[src/rtl/alu_seq_pkg.sv]
// Shared definitions for the ALU command sequencer: opcodes, FSM states and
// flag-bit positions inside the {C,V,N,Z} nibble.
package alu_seq_pkg;

  localparam logic [2:0] OP_ADD   = 3'b000;
  localparam logic [2:0] OP_SUB   = 3'b001;
  localparam logic [2:0] OP_AND   = 3'b010;
  localparam logic [2:0] OP_OR    = 3'b011;
  localparam logic [2:0] OP_XOR   = 3'b100;
  localparam logic [2:0] OP_NOT   = 3'b101;
  localparam logic [2:0] OP_ZERO0 = 3'b110;
  localparam logic [2:0] OP_ZERO1 = 3'b111;

  typedef enum logic [1:0] {
    IDLE,
    EXEC,
    RESP
  } seq_state_t;

  localparam int unsigned FLAG_C = 3;
  localparam int unsigned FLAG_V = 2;
  localparam int unsigned FLAG_N = 1;
  localparam int unsigned FLAG_Z = 0;

  function automatic logic [3:0] pack_flags(input logic c, input logic v,
                                            input logic n, input logic z);
    logic [3:0] f;
    f         = '0;
    f[FLAG_C] = c;
    f[FLAG_V] = v;
    f[FLAG_N] = n;
    f[FLAG_Z] = z;
    return f;
  endfunction

endpackage

[src/rtl/alu_seq_regfile.sv]
// Register file for the sequencer: two combinational read ports, one
// synchronous write port, synchronous clear of every entry on reset.
module alu_seq_regfile
  import alu_seq_pkg::*;
#(
  parameter int unsigned NREGS = 8,
  parameter int unsigned WIDTH = 16
) (
  input  logic                     clk,
  input  logic                     rst,
  input  logic                     i_we,
  input  logic [$clog2(NREGS)-1:0] i_waddr,
  input  logic [WIDTH-1:0]         i_wdata,
  input  logic [$clog2(NREGS)-1:0] i_raddr_a,
  output logic [WIDTH-1:0]         o_rdata_a,
  input  logic [$clog2(NREGS)-1:0] i_raddr_b,
  output logic [WIDTH-1:0]         o_rdata_b
);

  logic [WIDTH-1:0] r_regs [NREGS];

  always_ff @(posedge clk) begin
    if (rst) begin
      for (int unsigned i = 0; i < NREGS; i++) begin
        r_regs[i] <= '0;
      end
    end else if (i_we) begin
      r_regs[i_waddr] <= i_wdata;
    end
  end

  assign o_rdata_a = r_regs[i_raddr_a];
  assign o_rdata_b = r_regs[i_raddr_b];

endmodule

[src/rtl/alu_sequencer.sv]
// Command front-end for the external 16-bit ALU: reads operands from the
// register file, captures result and flags, writes back and responds.
module alu_sequencer
  import alu_seq_pkg::*;
#(
  parameter int unsigned NREGS = 8,
  parameter int unsigned WIDTH = 16
) (
  input  logic                     clk,
  input  logic                     rst,
  input  logic                     cmd_valid,
  output logic                     cmd_ready,
  input  logic                     cmd_ld,
  input  logic [2:0]               cmd_op,
  input  logic [$clog2(NREGS)-1:0] cmd_rd,
  input  logic [$clog2(NREGS)-1:0] cmd_ra,
  input  logic [$clog2(NREGS)-1:0] cmd_rb,
  input  logic [WIDTH-1:0]         cmd_imm,
  output logic                     res_valid,
  input  logic                     res_ready,
  output logic [WIDTH-1:0]         res_data,
  output logic [3:0]               res_flags,
  output logic [3:0]               status,
  output logic [WIDTH-1:0]         alu_a,
  output logic [WIDTH-1:0]         alu_b,
  output logic [2:0]               alu_op,
  input  logic [WIDTH-1:0]         alu_y,
  input  logic                     alu_c,
  input  logic                     alu_v,
  input  logic                     alu_n,
  input  logic                     alu_z
);

  localparam int unsigned AW = $clog2(NREGS);

  seq_state_t       r_state;
  seq_state_t       w_state_nxt;
  logic             w_accept;
  logic             w_wb_en;

  logic             r_ld;
  logic [AW-1:0]    r_rd;
  logic [WIDTH-1:0] r_imm;
  logic [WIDTH-1:0] r_alu_a;
  logic [WIDTH-1:0] r_alu_b;
  logic [2:0]       r_alu_op;
  logic [WIDTH-1:0] r_res_data;
  logic [3:0]       r_res_flags;
  logic [3:0]       r_status;

  logic [WIDTH-1:0] w_rdata_a;
  logic [WIDTH-1:0] w_rdata_b;
  logic [WIDTH-1:0] w_wdata;
  logic [3:0]       w_alu_flags;

  assign w_alu_flags = pack_flags(alu_c, alu_v, alu_n, alu_z);
  assign w_wdata     = r_ld ? r_imm : alu_y;

  alu_seq_regfile #(
    .NREGS (NREGS),
    .WIDTH (WIDTH)
  ) u_regfile (
    .clk       (clk),
    .rst       (rst),
    .i_we      (w_wb_en),
    .i_waddr   (r_rd),
    .i_wdata   (w_wdata),
    .i_raddr_a (cmd_ra),
    .o_rdata_a (w_rdata_a),
    .i_raddr_b (cmd_rb),
    .o_rdata_b (w_rdata_b)
  );

  always_ff @(posedge clk) begin
    if (rst) begin
      r_state <= IDLE;
    end else begin
      r_state <= w_state_nxt;
    end
  end

  // Gating with rst keeps cmd_ready low in the reset cycle and suppresses
  // writeback when reset lands on the EXEC edge.
  always_comb begin
    w_state_nxt = r_state;
    cmd_ready   = 1'b0;
    res_valid   = 1'b0;
    w_accept    = 1'b0;
    w_wb_en     = 1'b0;
    case (r_state)
      IDLE: begin
        cmd_ready = ~rst;
        w_accept  = cmd_valid & ~rst;
        if (w_accept) begin
          w_state_nxt = EXEC;
        end
      end
      EXEC: begin
        w_wb_en     = ~rst;
        w_state_nxt = RESP;
      end
      RESP: begin
        res_valid = 1'b1;
        if (res_ready) begin
          w_state_nxt = IDLE;
        end
      end
      default: w_state_nxt = IDLE;
    endcase
  end

  // Operands are captured at accept time, so a same-register destination
  // always sees the pre-command value.
  always_ff @(posedge clk) begin
    if (rst) begin
      r_ld        <= 1'b0;
      r_rd        <= '0;
      r_imm       <= '0;
      r_alu_a     <= '0;
      r_alu_b     <= '0;
      r_alu_op    <= OP_ADD;
      r_res_data  <= '0;
      r_res_flags <= '0;
      r_status    <= '0;
    end else begin
      if (w_accept) begin
        r_ld  <= cmd_ld;
        r_rd  <= cmd_rd;
        r_imm <= cmd_imm;
        if (!cmd_ld) begin
          r_alu_a  <= w_rdata_a;
          r_alu_b  <= w_rdata_b;
          r_alu_op <= cmd_op;
        end
      end
      if (r_state == EXEC) begin
        if (r_ld) begin
          r_res_data  <= r_imm;
          r_res_flags <= r_status;
        end else begin
          r_res_data  <= alu_y;
          r_res_flags <= w_alu_flags;
          r_status    <= w_alu_flags;
        end
      end
    end
  end

  assign alu_a     = r_alu_a;
  assign alu_b     = r_alu_b;
  assign alu_op    = r_alu_op;
  assign res_data  = r_res_data;
  assign res_flags = r_res_flags;
  assign status    = r_status;

endmodule

[config.mk]
export PLATFORM = sky130hd
export DESIGN_NAME = alu_sequencer
export DESIGN_NICKNAME = d
export VERILOG_FILES = /design/src/rtl/alu_seq_pkg.sv /design/src/rtl/alu_seq_regfile.sv /design/src/rtl/alu_sequencer.sv
export SDC_FILE = /design/constraint.sdc
export NUM_CORES = 1
export LEC_CHECK = 0
export CAP_MARGIN = 15
export CORE_ASPECT_RATIO = 2
export CORE_MARGIN = 2
export CORE_UTILIZATION = 45
export CTS_CLUSTER_SIZE = 24
export DETAILED_ROUTE_END_ITERATION = 10
export GPL_ROUTABILITY_DRIVEN = 1
export GPL_TIMING_DRIVEN = 0
export PLACE_DENSITY = 0.69
export SETUP_SLACK_MARGIN = 0.02
export SLEW_MARGIN = 20
export SYNTH_ARGS = -nofsm -noshare
export SYNTH_HDL_FRONTEND = slang
export SYNTH_HIERARCHICAL = 1
export SYNTH_SLANG_ARGS = --single-unit
[constraint.sdc]
create_clock -name clk -period 3.1 [get_ports clk]
set_clock_uncertainty 0.1 [all_clocks]
set_input_delay 0.62 -clock clk [delete_from_list [all_inputs] [get_ports clk]]
set_output_delay 0.62 -clock clk [all_outputs]
set_load 0.01 [all_outputs]
**Word level (Yosys, flattened, before mapping)**

Memory sizes are Yosys's and may differ from the RTL's. A register that Yosys moved wholly into a read port is not among the register bits.
Cells that the tools add are included.
Widths: inputs -> output; s select.

- Bits in read-only memories: 0
- Memories: 1
- Latch bits: 0
- Output and inout port bits: 61
- Register bits: 45
- Bits of input ports: 53
- Memory bits (writable): 128

- Shift-type cells: 0
- Reductions and logical operators: 5
- Div/mod/pow operators: 0
- Multiplexer cells: 16
- $mul: 0
- $lt $le $gt $ge: 0
- Equal/unequal tests: 4
- Add/subtract/negate cells: 0
- Bitwise operators: 4

Memory list:

| name | words | width | read ports | clocked after Yosys merged registers in | wr ports | RTL line | text |
|---|---|---|---|---|---|---|---|
| u_regfile.r_regs | 8 | 16 | 2 | 2 | 8 | alu_seq_regfile.sv:20 | `logic [WIDTH-1:0] r_regs [NREGS];` |

Operators with widths:

| operator | number |
|---|---|
| $mux 16 | 2 |
| $reduce_or 16->1 | 1 |
| $mux 1 | 10 |
| $pmux 2 s3 | 1 |
| $reduce_and 2->1 | 3 |
| $mux 2 | 2 |
| $ne 2x2->1 const B | 2 |
| $mux 3 | 1 |
| $not 1->1 | 3 |
| $eq 2x1->1 const B | 1 |
| $eq 2x2->1 const B | 1 |
| $logic_not 2->1 | 1 |
| $and 1x1->1 | 1 |

**Longest topological paths before layout**

- Depth after elaboration: 7
- Gate-level depth with buffers: 8
- Mapped depth without buffers: 4

**Cells and area by module**

Netlist, hierarchy kept.

By module, submodules not included:

| module | sequential area each (um^2) | area each (um^2) | cells each | times used |
|---|---|---|---|---|
| alu_seq_regfile | 3,843.7 | 7,000.5 | 430 | 1 |
| alu_sequencer | 1,541.5 | 3,057.9 | 366 | 1 |

**Worst setup path before layout**

OpenSTA, ideal clock, no wires.

- Kind: in2reg
- Start: in rst
- End: mem u_regfile.r_regs[4][0] (enable)
- Setup slack: -0.067 ns
- Arrival: 2.674 ns
- Stages: 8
- Data required time: 2.608 ns
- Path through: buf_2 -> clkbuf_1 -> nor2_1 -> or3b_1 -> clkbuf_1 -> buf_6 -> buf_4 -> o21bai_1

RTL lines:

| what | RTL line | text |
|---|---|---|
| start, declared | alu_sequencer.sv:10 | `input logic rst,` |
| end, declared | alu_seq_regfile.sv:20 |  |

==> flow_metrics.py <==
metrics = {
    "detailed_routing": {
        "antenna_left": 0,
        "drc": 0,
        "viasPerCell": 5.732,
        "drt-pass1-iter-count": 4,
        "num_vias": 7005,
        "drt_wl_total_um": 26610,
        "drt_iter0_drc": 363,
        "avgRoutedWirePerCell_um": 21.77,
    },
    "layout": {
        "fin_nets": 986,
        "final_common_cell": "nor3_1",
        "final_cells": 1222,
        "fillers": 1891,
        "ff_latch_area_um2": 5385,
        "multi_input_area_um2": 4161,
        "syn_to_final_growth_pct": 21.61,
        "final_util": 0.5544,
        "final_cell_mix": "nor3_1, edfxtp_1, clkdlybuf4s50_1",
        "drive_gt1_frac": 0.1556,
    },
    "run_status": {
        "status": "finished clean",
    },
    "sta": {
        "finalCriticalPeriod_ns": 2.989,
        "report.final.slew_viol_count": 0,
        "rsz0062_at_grt": "no",
        "hold_viol_final": 0,
        "setup_viol": 0,
        "tns_ns": 0,
        "fmax_mhz": 334.6,
        "slew_headroom": 0.4525,
        "worstMarginPinSlew_ns": 0.8212,
        "period_share": 0.9641,
    },
    "synth": {
        "yosysWarnings": 6,
        "ys_ff_latch": 205,
        "synthDistinctLibCells": 32,
        "avgSynthCellArea_um2": 12.64,
        "synthesis.area_um2": 10060,
        "syn_nets": 849,
        "syn-instance-count": 796,
        "yosysSeqAreaShare": 0.5354,
    },
    "clock_network": {
        "cts_tree": "built",
        "cts_root_buf": "clkbuf_16",
        "clock_sinks": 205,
        "postCtsHoldBufs": 0,
        "clk_pin_slew_ns": 0.06,
        "clk_latency_ns": 0.50,
        "cts-buffers-inserted": 19,
        "cts_buffer_depth": 3,
        "h-tree-depth": 1,
    },
    "power": {
        "seqPwrFrac": 0.497,
        "switching_power_mw": 1.527,
        "ir_drop_mv": 0.4305,
        "power.density_nw_per_um2": 503.7,
        "p_int_mw": 4.633,
        "power_frac_clock": 0.368,
        "power_leakage_nw": 4.330,
        "swShare": 0.2479,
        "comb_power_share": 0.135,
    },
    "placement": {
        "place_hpwl_um": 20950,
        "port_buffers": 108,
        "routabilityCongestion": 0.9391,
        "dp.cells": 1188,
    },
    "floorplanning": {
        "start_util": 0.4559,
        "dieArea_um2": 23640,
        "die_y_um": 215.4,
        "die-width_um": 109.7,
        "ios": 114,
        "fp-row-count": 77,
        "core_um2": 22060,
    },
    "setup_path": {
        "crit_path_end_kind": "register",
        "cp.arrival_ns": 3.09,
        "cp_max_fo": 11,
        "crit_type": "input pin to register",
        "worstPathRequired_ns": 3.20,
        "start_kind": "input pin",
    },
    "grt": {
        "grt_max_degree": 17,
        "first_global_vias": 7336,
        "grt_pass1_wl_um": 39850,
        "overflow": 0,
        "track_usage": 0.2279,
        "antenna_found_initial": 1,
    },
    "worst_hold_path": {
        "hp-class": "register to register",
    },
    "flow_run": {
        "maxCapViolations": 0,
    },
}
[worst max-delay path, cell delays in order]
cell and delay [ns]:
dlygate4sd2_1 0.37, buf_2 0.22, clkbuf_2 0.24, nor2_1 0.19
or3b_1 0.36, clkbuf_1 0.16, buf_6 0.17, buf_4 0.22
o21bai_4 0.33, buf_6 0.21
[power groups by stage]
stage / clock network [mW] / registers [mW] / logic, mW
finish: 2.27 / 3.06 / 0.829
global route: 2.39 / 3.08 / 0.881
CTS: 2.30 / 3.06 / 0.829
detailed placement: 0 / 3.12 / 0.819
global placement: 0 / 3.12 / 0.789
floorplan: 0 / 3.12 / 0.482
[synth_stat cells, drive strengths merged]
| library cell | instances | share of area |
|---|---|---|
| a211oi | 1 | 0.00075 |
| nor3b | 1 | 0.00075 |
| a21oi | 40 | 0.020 |
| or2 | 1 | 0.00062 |
| clkinv | 18 | 0.0068 |
| edfxtp | 128 | 0.38 |
| nand2b | 4 | 0.0025 |
| nor2 | 34 | 0.013 |
| nand2 | 43 | 0.016 |
| nor3 | 145 | 0.075 |
| o21bai | 8 | 0.0060 |
| buf | 34 | 0.026 |
| o21ai | 39 | 0.019 |
| or4b | 1 | 0.0014 |
| mux2 | 48 | 0.054 |
| nand3 | 35 | 0.017 |
| or3b | 1 | 0.00087 |
| dfxtp | 77 | 0.15 |
| clkbuf | 52 | 0.025 |
| nor2b | 2 | 0.0012 |
| nand3b | 20 | 0.015 |
| mux4 | 64 | 0.16 |
[registers in the layout, indices dropped and copies added (netlist names)]
register          cells
r_state               2
r_rd                  3
r_imm                16
status                4
r_ld                  1
alu_op                3
alu_a                16
u_regfile/r_regs    128
res_data             16
alu_b                16
[final timing paths]
kind / start / to / slack, ns / depth (start not counted)
max reg2reg: r_state[0] / u_regfile/r_regs[0][15] / 0.24 / 9
min: alu_b[6] / alu_b[6] / 0.38 / 2
max: rst / u_regfile/r_regs[0][15] / 0.11 / 10
min reg2reg: alu_b[6] / alu_b[6] / 0.38 / 2
[through the flow]
stage | setup WS, ns | cell area (µm²) | total power, mW | hold WS, ns
2_1_floorplan | -0.06658 | 10060 | 3.602 | 0.3460
3_3_place_gp | -1.532 | 11480 | 3.906 | 0.3585
3_5_place_dp | -0.8899 | 11610 | 3.942 | 0.3617
4_1_cts | 0.1460 | 12230 | 6.191 | 0.3764
5_1_grt | 0.02065 | 12230 | 6.346 | 0.3863
6_report | 0.1112 | 12230 | 6.161 | 0.3756
[cell families (layout without fill, tap and decap cells)]
logic type,after synthesis,count (layout),synth area share
other,0,1,0
AND/OR/NAND/NOR,287,287,0.1435
buffers and inverters,104,253,0.05685
AO/OA/AOI/OAI,88,88,0.04603
flip-flops,205,205,0.5354
multiplexers,112,112,0.2182
[final cells by class]
class,instances,area share
buffer,86,0.04153
timing repair buffer,116,0.09626
inverter,18,0.005626
clock buffer,22,0.04081
antenna,1,0.0002046
clock inverter,11,0.006854
multi-input combinational,487,0.3402
sequential,205,0.4403
tap,276,0.02823
[layer usage]
layer | up-vias | global-route usage | wire length (µm)
met1 | 3364 | 0.2196 | 8624
li1 | 3325 | - | -
met3 | 77 | 0.02175 | 1117
met2 | 239 | 0.4516 | 15720
met4 | 0 | 0.1177 | 1141
met5 | - | 0 | 0
[what timing repair did]
action	CTS	global route
buffers inserted	0	0
pin swaps	1	1
setup endpoints to repair	129	37
hold endpoints to repair	0	0
cloned	0	0
resized for setup	7	3
No activity file was read; power rests on OpenSTA's default activity.
